`config.mk`:
```
export PLATFORM = sky130hd
export DESIGN_NAME = bram_axis_reader
export DESIGN_NICKNAME = d
export VERILOG_FILES = /design/src/rtl/bram_axis_reader.sv
export SDC_FILE = /design/constraint.sdc
export NUM_CORES = 1
export LEC_CHECK = 0
export ABC_AREA = 1
export ABC_CLOCK_PERIOD_IN_PS = 2900
export BUFFER_PORTS_ARGS = -buffer_cell sky130_fd_sc_hd__buf_2
export CORE_UTILIZATION = 57
export CTS_BUF_LIST = sky130_fd_sc_hd__clkbuf_2
export DETAILED_ROUTE_END_ITERATION = 6
export PLACE_DENSITY_LB_ADDON = 0.2
export SYNTH_ARGS = -nofsm -noshare
export SYNTH_HDL_FRONTEND = slang
export SYNTH_SLANG_ARGS = --single-unit
```
`constraint.sdc`:
```
create_clock -name clk -period 2.9 [get_ports clk]
set_input_delay 0.58 -clock clk [delete_from_list [all_inputs] [get_ports clk]]
set_output_delay 0.58 -clock clk [all_outputs]
set_load 0.05 [all_outputs]
```
`src/rtl/bram_axis_reader.sv`:
```
// Streams a contiguous (wrapping) BRAM word region out over AXI-Stream.
// Reads are credit-limited against a 2-entry output buffer so no word is ever dropped.
module bram_axis_reader #(
    parameter int unsigned ADDR_W = 9,
    parameter int unsigned DATA_W = 32
) (
    input  logic              clk,
    input  logic              rstn,
    input  logic              start,
    input  logic [ADDR_W-1:0] index_cntl,
    input  logic [ADDR_W-1:0] size_cntl,
    output logic              bram_en,
    output logic [ADDR_W-1:0] bram_index,
    input  logic [DATA_W-1:0] bram_dout,
    output logic [DATA_W-1:0] m_axis_tdata,
    output logic              m_axis_tvalid,
    input  logic              m_axis_tready,
    output logic              m_axis_tlast,
    output logic              busy,
    output logic              done
);

    localparam int unsigned CNT_W = ADDR_W + 1;

    typedef enum logic [1:0] {IDLE, READ, DRAIN} state_t;

    state_t              state_q, state_d;
    logic [ADDR_W-1:0]   addr_q, addr_d;
    logic [CNT_W-1:0]    rem_q, rem_d;
    logic                rd_vld_q, rd_vld_d;
    logic                rd_last_q, rd_last_d;
    logic                head_vld_q, head_vld_d;
    logic [DATA_W-1:0]   head_data_q, head_data_d;
    logic                head_last_q, head_last_d;
    logic                skid_vld_q, skid_vld_d;
    logic [DATA_W-1:0]   skid_data_q, skid_data_d;
    logic                skid_last_q, skid_last_d;
    logic                busy_q, busy_d;
    logic                done_q, done_d;

    logic                hs;
    logic [1:0]          occ;
    logic                rd_issue;

    // Credit: words buffered plus the read whose data lands this cycle, minus the one leaving.
    assign hs       = head_vld_q & m_axis_tready;
    assign occ      = 2'(head_vld_q) + 2'(skid_vld_q) + 2'(rd_vld_q) - 2'(hs);
    assign rd_issue = (state_q == READ) && (occ < 2'd2);

    always_comb begin
        state_d     = state_q;
        addr_d      = addr_q;
        rem_d       = rem_q;
        busy_d      = busy_q;
        done_d      = 1'b0;
        rd_vld_d    = rd_issue;
        rd_last_d   = rd_issue && (rem_q == CNT_W'(1));
        head_vld_d  = head_vld_q;
        head_data_d = head_data_q;
        head_last_d = head_last_q;
        skid_vld_d  = skid_vld_q;
        skid_data_d = skid_data_q;
        skid_last_d = skid_last_q;

        // Pop advances the skid entry into the output slot; returning data fills the first free slot.
        if (hs) begin
            head_vld_d  = skid_vld_q;
            head_data_d = skid_data_q;
            head_last_d = skid_last_q;
            skid_vld_d  = 1'b0;
        end
        if (rd_vld_q) begin
            if (!head_vld_d) begin
                head_vld_d  = 1'b1;
                head_data_d = bram_dout;
                head_last_d = rd_last_q;
            end else begin
                skid_vld_d  = 1'b1;
                skid_data_d = bram_dout;
                skid_last_d = rd_last_q;
            end
        end

        case (state_q)
            IDLE: begin
                if (start) begin
                    state_d = READ;
                    addr_d  = index_cntl;
                    rem_d   = CNT_W'(ADDR_W'(size_cntl - index_cntl)) + CNT_W'(1);
                    busy_d  = 1'b1;
                end
            end
            READ: begin
                if (rd_issue) begin
                    addr_d = addr_q + ADDR_W'(1);
                    rem_d  = rem_q - CNT_W'(1);
                    if (rem_q == CNT_W'(1)) begin
                        state_d = DRAIN;
                    end
                end
            end
            DRAIN: begin
                if (hs && head_last_q) begin
                    state_d = IDLE;
                    busy_d  = 1'b0;
                    done_d  = 1'b1;
                end
            end
            default: state_d = IDLE;
        endcase
    end

    always_ff @(posedge clk) begin
        if (!rstn) begin
            state_q     <= IDLE;
            addr_q      <= '0;
            rem_q       <= '0;
            rd_vld_q    <= 1'b0;
            rd_last_q   <= 1'b0;
            head_vld_q  <= 1'b0;
            head_data_q <= '0;
            head_last_q <= 1'b0;
            skid_vld_q  <= 1'b0;
            skid_data_q <= '0;
            skid_last_q <= 1'b0;
            busy_q      <= 1'b0;
            done_q      <= 1'b0;
        end else begin
            state_q     <= state_d;
            addr_q      <= addr_d;
            rem_q       <= rem_d;
            rd_vld_q    <= rd_vld_d;
            rd_last_q   <= rd_last_d;
            head_vld_q  <= head_vld_d;
            head_data_q <= head_data_d;
            head_last_q <= head_last_d;
            skid_vld_q  <= skid_vld_d;
            skid_data_q <= skid_data_d;
            skid_last_q <= skid_last_d;
            busy_q      <= busy_d;
            done_q      <= done_d;
        end
    end

    assign bram_en       = rd_issue;
    assign bram_index    = addr_q;
    assign m_axis_tdata  = head_data_q;
    assign m_axis_tvalid = head_vld_q;
    assign m_axis_tlast  = head_last_q;
    assign busy          = busy_q;
    assign done          = done_q;

endmodule
```
==> flow_summary.toml, run 1 <==
[global_route]
antenna_found_initial = 0
grt_usage = 0.2843
grt_max_degree = 61
overflow = 0
grt_pass1_vias = 4480
grt_pass1_wl_um = 19960

[cells_and_area]
mostFrequentLayoutCells = "nand2_1 (180), buf_2 (98), dfxtp_1 (92)"
diodes = 0
multi_input_area_um2 = 2556
register_area_um2 = 1863
layout_commonest_cell = "nand2_1"
drive_above_1_share = 0.2328
final_cells = 871
postLayoutCellArea_um2 = 5590
syn2layout_area_growth_pct = 17.27
fillers = 674
finalNetCount = 833

[timing]
finalClockSkew_ns = 0.03312
fin_hold_ws_ns = 0.2469
setup_viol = 1
rsz0062_at_grt = "yes"
setup_tns_ns = -0.01134
worst_pin_slew_ns = 0.5874
period_needed_ns = 2.911
layout_setup_ws_ns = -0.01134
post-route-period-util = 1.004
max_slew_margin = 0.6080
finalHoldViolCount = 0
slew_viol_final = 0
fmax_ghz = 0.3435

[logic_synthesis]
syn_area_um2 = 4767
ys_top_cells_by_area = "dfxtp_1 (39%), nand2_1 (14%), a21oi_1 (5.7%)"
synth.avg_cell_area_um2 = 7.094
ys.warnings.count = 0
synth_fp_nets = 741
ys.flop_type = "dfxtp_1"
netlist.area_leader.share = 0.3906
async_reset_ff_frac = 0
synth_largest_area_cell = "dfxtp_1"
ys_types = 39
syn_inst = 672
ys_seq_elements = 93
synth_edf_count = 0
yosysSeqAreaShare = 0.3906

[setup_path]
cp.required_ns = 2.32
reg2reg_from = "m_axis_tvalid$_SDFF_PN0_"
endpoint = "bram_en"
r2r-end = "bram_index[6]$_SDFFE_PN0P_"
cp_max_fo = 2
arrival_ns = 2.33
reg2reg_slack_ns = 0.42
r2r.worst_path.cells = 16
path_depth = 10
cp_cell_sequence = "nand2_2 > clkinv_4 > ha_4 > inv_2 > ha_4 > a21oi_4 > xor2_2 > nand2_2 > clkinvlp_4 > buf_8"
path_delay_family = "adder cells"
cp-start-kind = "flip-flop"
cp-end-kind = "output pin"
slowest_stage = "dfxtp_2"
cp-startpoint = "m_axis_tvalid$_SDFF_PN0_"
cpPeakStageDelay_ns = 0.39
path_buf_inv = 4
crit_type = "reg -> out"

[routing]
postRouteAntennaNets = 0
drc = 0
dr.max_layer_used = "met4"
wl_per_cell_um = 13.75
vias = 4761
drt-vias-per-instance = 5.466
drt_wl_total_um = 11980
drt-met1-wl_um = 5562
dr.pass1.iters = 6
wl_met2_um = 5676
drt-initial-drc-count = 308
met3_length_um = 632

[floorplanning]
boundaryPins = 100
die_y_um = 93.45
die_area_um2 = 8733
rows = 32
die_width_um = 93.45
initial_utilization = 0.6044
fp.coreArea_um2 = 7888

[place]
place_area_um2 = 5334
io_buffers = 99
dpl.cell_count = 847
place_congestion = 0.8774
dp_hpwl_um = 8180

[power]
ir_worst_vdd_mv = 0.3288
power.density_nw_per_um2 = 573.3
power_leakage_nw = 2.430
finalPower_mw = 3.205

[cts]
cts_tree = "yes"
clockBufferDepth = 2
cts-buffers-inserted = 9
cts.sinks = 93
root_buffer = "clkbuf_2"
h-tree-depth = 3
ctsHoldBuffers = 0
path_clk_slew_ns = 0.30
clk_latency_ns = 0.56

[min_path]
hold_class = "in -> reg"
hold_depth = 3

[job]
drv_cap = 0

[status]
status = "complete, but fails checks"
violations = "setup timing"
through the flow:
step	utilization	setup WS (ns)
global route	0.7088	-0.1207
floorplan	-	0.008272
CTS	0.7065	0.008131
detailed placement	0.6762	0.05696
global placement	0.6762	0.1146
finish	0.7088	-0.01134
state kept, by name, indices dropped and copies added, names as in the netlist, 2 cells and up:
| register | flops |
|---|---|
| m_axis_tdata | 32 |
| skid_data_q | 32 |
| rem_q | 10 |
| bram_index | 9 |
| state_q | 2 |
cell families after synthesis:
logic type,count (synthesis),synth area share
AOI/OAI and AO/OA,147,0.1814
xor gates and xnor gates,8,0.01470
adders and majority gates,15,0.04095
buffers and inverters,98,0.08268
DFF,93,0.3906
and+or+nand+nor,311,0.2898
routing by layer:
metal	vias to the layer above	track usage
met1	2191	0.3658
met3	11	0.04878
met2	150	0.4847
met5	-	0
li1	2409	-
met4	0	0.08718
cell usage after synthesis, types with 7 or more instances:
cell type / count
nor2_1: 43
nand2_2: 10
o21ai_1: 7
a311oi_1: 17
a21oi_1: 54
clkbuf_1: 23
nand3_1: 51
ha_1: 14
inv_1: 53
xor2_1: 7
a31oi_1: 22
o21ai_0: 37
buf_2: 12
nand2_1: 182
dfxtp_1: 93
worst min-delay path, cell delays in order:
cell and delay [ns]:
buf_2 0.10, nand3_1 0.07, a21oi_1 0.06
where the power goes:
part,switching [mW],internal [mW]
logic,0.707,0.314
clock network,0.501,0.222
registers,0.0787,1.38
total,1.29,1.92
what timing repair did:
action,in CTS,in global routing
endpoints found under the setup margin,1,1
pin swaps,5,1
setup buffers,8,0
resized for setup,8,3
final cells by class:
type | count | area share
Clock buffer | 9 | 0.008057
Inverter | 59 | 0.04118
Sequential cell | 93 | 0.3333
Clock inverter | 7 | 0.01656
Tap cell | 102 | 0.02283
Timing Repair Buffer | 120 | 0.1209
Multi-Input combinational cell | 481 | 0.4573
worst min path at each step:
| stage | startpoint | endpoint |
|---|---|---|
| 2_1_floorplan | skid_data_q[0]$_SDFFE_PN0P_ | skid_data_q[0]$_SDFFE_PN0P_ |
| 3_3_place_gp | busy$_SDFFE_PN0P_ | busy$_SDFFE_PN0P_ |
| 3_5_place_dp | skid_data_q[28]$_SDFFE_PN0P_ | skid_data_q[28]$_SDFFE_PN0P_ |
| 4_1_cts | bram_dout[21] | skid_data_q[21]$_SDFFE_PN0P_ |
| 5_1_grt | bram_dout[10] | skid_data_q[10]$_SDFFE_PN0P_ |
| 6_report | bram_dout[10] | skid_data_q[10]$_SDFFE_PN0P_ |
Power figures use the tool's default switching activity.
==> inputs of run 2 (changes only) <==
PLACE_DENSITY = 0.93   (was default)
PLACE_DENSITY_LB_ADDON = default   (was 0.2)
==> flow_summary.toml, run 2 (synthesis results as in run 1) <==
[cts]
path_clk_slew_ns = 0.28
root_buffer = "clkbuf_2"
cts_tree = "yes"
clockBufferDepth = 2
h-tree-depth = 3
clk_latency_ns = 0.58
cts.sinks = 93
cts-buffers-inserted = 9

[timing]
rsz0062_at_grt = "yes"
layout_setup_ws_ns = -0.03404
fmax_ghz = 0.3408
worst_pin_slew_ns = 0.6274
slew_viol_final = 0
max_slew_margin = 0.5813
post-route-period-util = 1.012
setup_viol = 1
finalClockSkew_ns = 0.03430
period_needed_ns = 2.934
finalHoldViolCount = 0
fin_hold_ws_ns = 0.2351

[setup_path]
worst_path_most_repeated_cell = "ha_4"
r2r-end = "rem_q[8]$_SDFFE_PN0P_"
arrival_ns = 2.35
slowest_stage = "dfxtp_4"
cp-end-kind = "output pin"
reg2reg_slack_ns = 0.49
cp_cell_sequence = "nand2_4 > clkinv_4 > ha_4 > inv_2 > ha_4 > a21oi_4 > xor2_2 > nand2_2 > clkinvlp_4 > buf_8"
r2r.worst_path.cells = 14
cp-start-kind = "flip-flop"
cp.required_ns = 2.32
cp_max_fo = 2
crit_type = "reg -> out"
cpPeakStageDelay_ns = 0.42
reg2reg_from = "m_axis_tvalid$_SDFF_PN0_"

[cells_and_area]
drive_above_1_share = 0.2367
finalNetCount = 837
utilization = 0.7099
mostFrequentLayoutCells = "nand2_1 (180), buf_2 (98), dfxtp_1 (92)"
layout_commonest_cell = "nand2_1"
syn2layout_area_growth_pct = 17.45
multi_input_area_um2 = 2561
register_area_um2 = 1866
fillers = 560
diodes = 0

[job]
drv_cap = 0

[power]
power.density_nw_per_um2 = 570.0
ir_worst_vdd_mv = 0.4497
finalPower_mw = 3.192
power_leakage_nw = 2.442

[routing]
vias = 5174
wl_per_cell_um = 15.07
drt-initial-drc-count = 601
dr.pass1.iters = 7
drt-vias-per-instance = 5.913
drt_wl_total_um = 13190
postRouteAntennaNets = 0
drc = 5

[global_route]
grt_usage = 0.3010
overflow = 0
antenna_found_initial = 0
grt_pass1_wl_um = 21160
grt_pass1_vias = 4685
grt_max_degree = 45

[floorplanning]
boundaryPins = 100
die_area_um2 = 8733
initial_utilization = 0.6044
die_y_um = 93.45
fp.coreArea_um2 = 7888
rows = 32
die_width_um = 93.45

[place]
dp_hpwl_um = 8239
place_congestion = 0.9320
io_buffers = 99

[min_path]
whs_endpoint = "skid_data_q[5]$_SDFFE_PN0P_"
hold_class = "in -> reg"
hp-start = "bram_dout[5]"
hold_depth = 3

[status]
violations = "DRC, setup timing"
status = "complete, but fails checks"
[run 2: cell count changes in the layout (fill, tap and decap cells not counted), sizes merged]
| cell | before | now |
|---|---|---|
| clkinv | 3 | 4 |
| clkbuf | 9 | 10 |
| buf | 120 | 124 |
| inv | 59 | 57 |
[run 2: through the flow]
step	std cells	setup TNS, ns	cell area [µm²]	setup slack [ns]
4_1_cts	875	0	5589	0.02058
5_1_grt	875	-0.1174	5599	-0.1174
6_report	875	-0.03404	5599	-0.03404
3_3_place_gp	848	0	5329	0.05735
2_1_floorplan	672	0	4773	0.008272
3_5_place_dp	848	0	5329	0.02756
[run 2: worst max-delay path by stage]
| stage | from | to | cells after the start | slack [ns] |
|---|---|---|---|---|
| after global placement | m_axis_tready | bram_en | 11 | 0.06 |
| after global routing | m_axis_tvalid$_SDFF_PN0_ | bram_en | 10 | -0.12 |
| final | m_axis_tvalid$_SDFF_PN0_ | bram_en | 10 | -0.03 |
| after floorplan | m_axis_tready | bram_en | 10 | 0.008 |
| after CTS | m_axis_tvalid$_SDFF_PN0_ | bram_en | 10 | 0.02 |
| after detailed placement | m_axis_tready | bram_en | 11 | 0.03 |
[run 2: critical path, delay by kind of cell (launching register included)]
kind,cells,cell delay (ns)
adder cells (fa/ha/maj),2,0.50
buffers and inverters,4,0.37
AO/OA/AOI/OAI,1,0.14
AND/OR/NAND/NOR,2,0.19
flip-flops,1,0.42
XOR/XNOR,1,0.19
[run 2: repair_timing]
item,4_1_cts,5_1_grt
hold buffers,0,0
pin swaps,5,1
resized for setup,11,2
setup buffers,11,0
setup endpoints to repair,1,1
[run 2: per-layer routing]
layer / track usage / wire (µm) / vias to the layer above
met3: 0.06098 / 1124 / 80
met5: 0 / 0 / -
met4: 0.1449 / 626 / 0
met1: 0.3716 / 5211 / 2349
met2: 0.5000 / 6223 / 323
li1: - / - / 2422
[run 2: final cells by class]
type | instances | area share
tap | 102 | 0.02279
inverter | 59 | 0.04112
timing repair buffer | 124 | 0.1238
sequential | 93 | 0.3332
clock buffer | 10 | 0.008939
multi-input combinational | 481 | 0.4574
clock inverter | 6 | 0.01274
[run 2: power breakdown]
| part | leakage [nW] | internal, mW | switching [mW] |
|---|---|---|---|
| registers | 0.759 | 1.38 | 0.0854 |
| logic | 1.61 | 0.314 | 0.741 |
| clock network | 0.0687 | 0.208 | 0.462 |
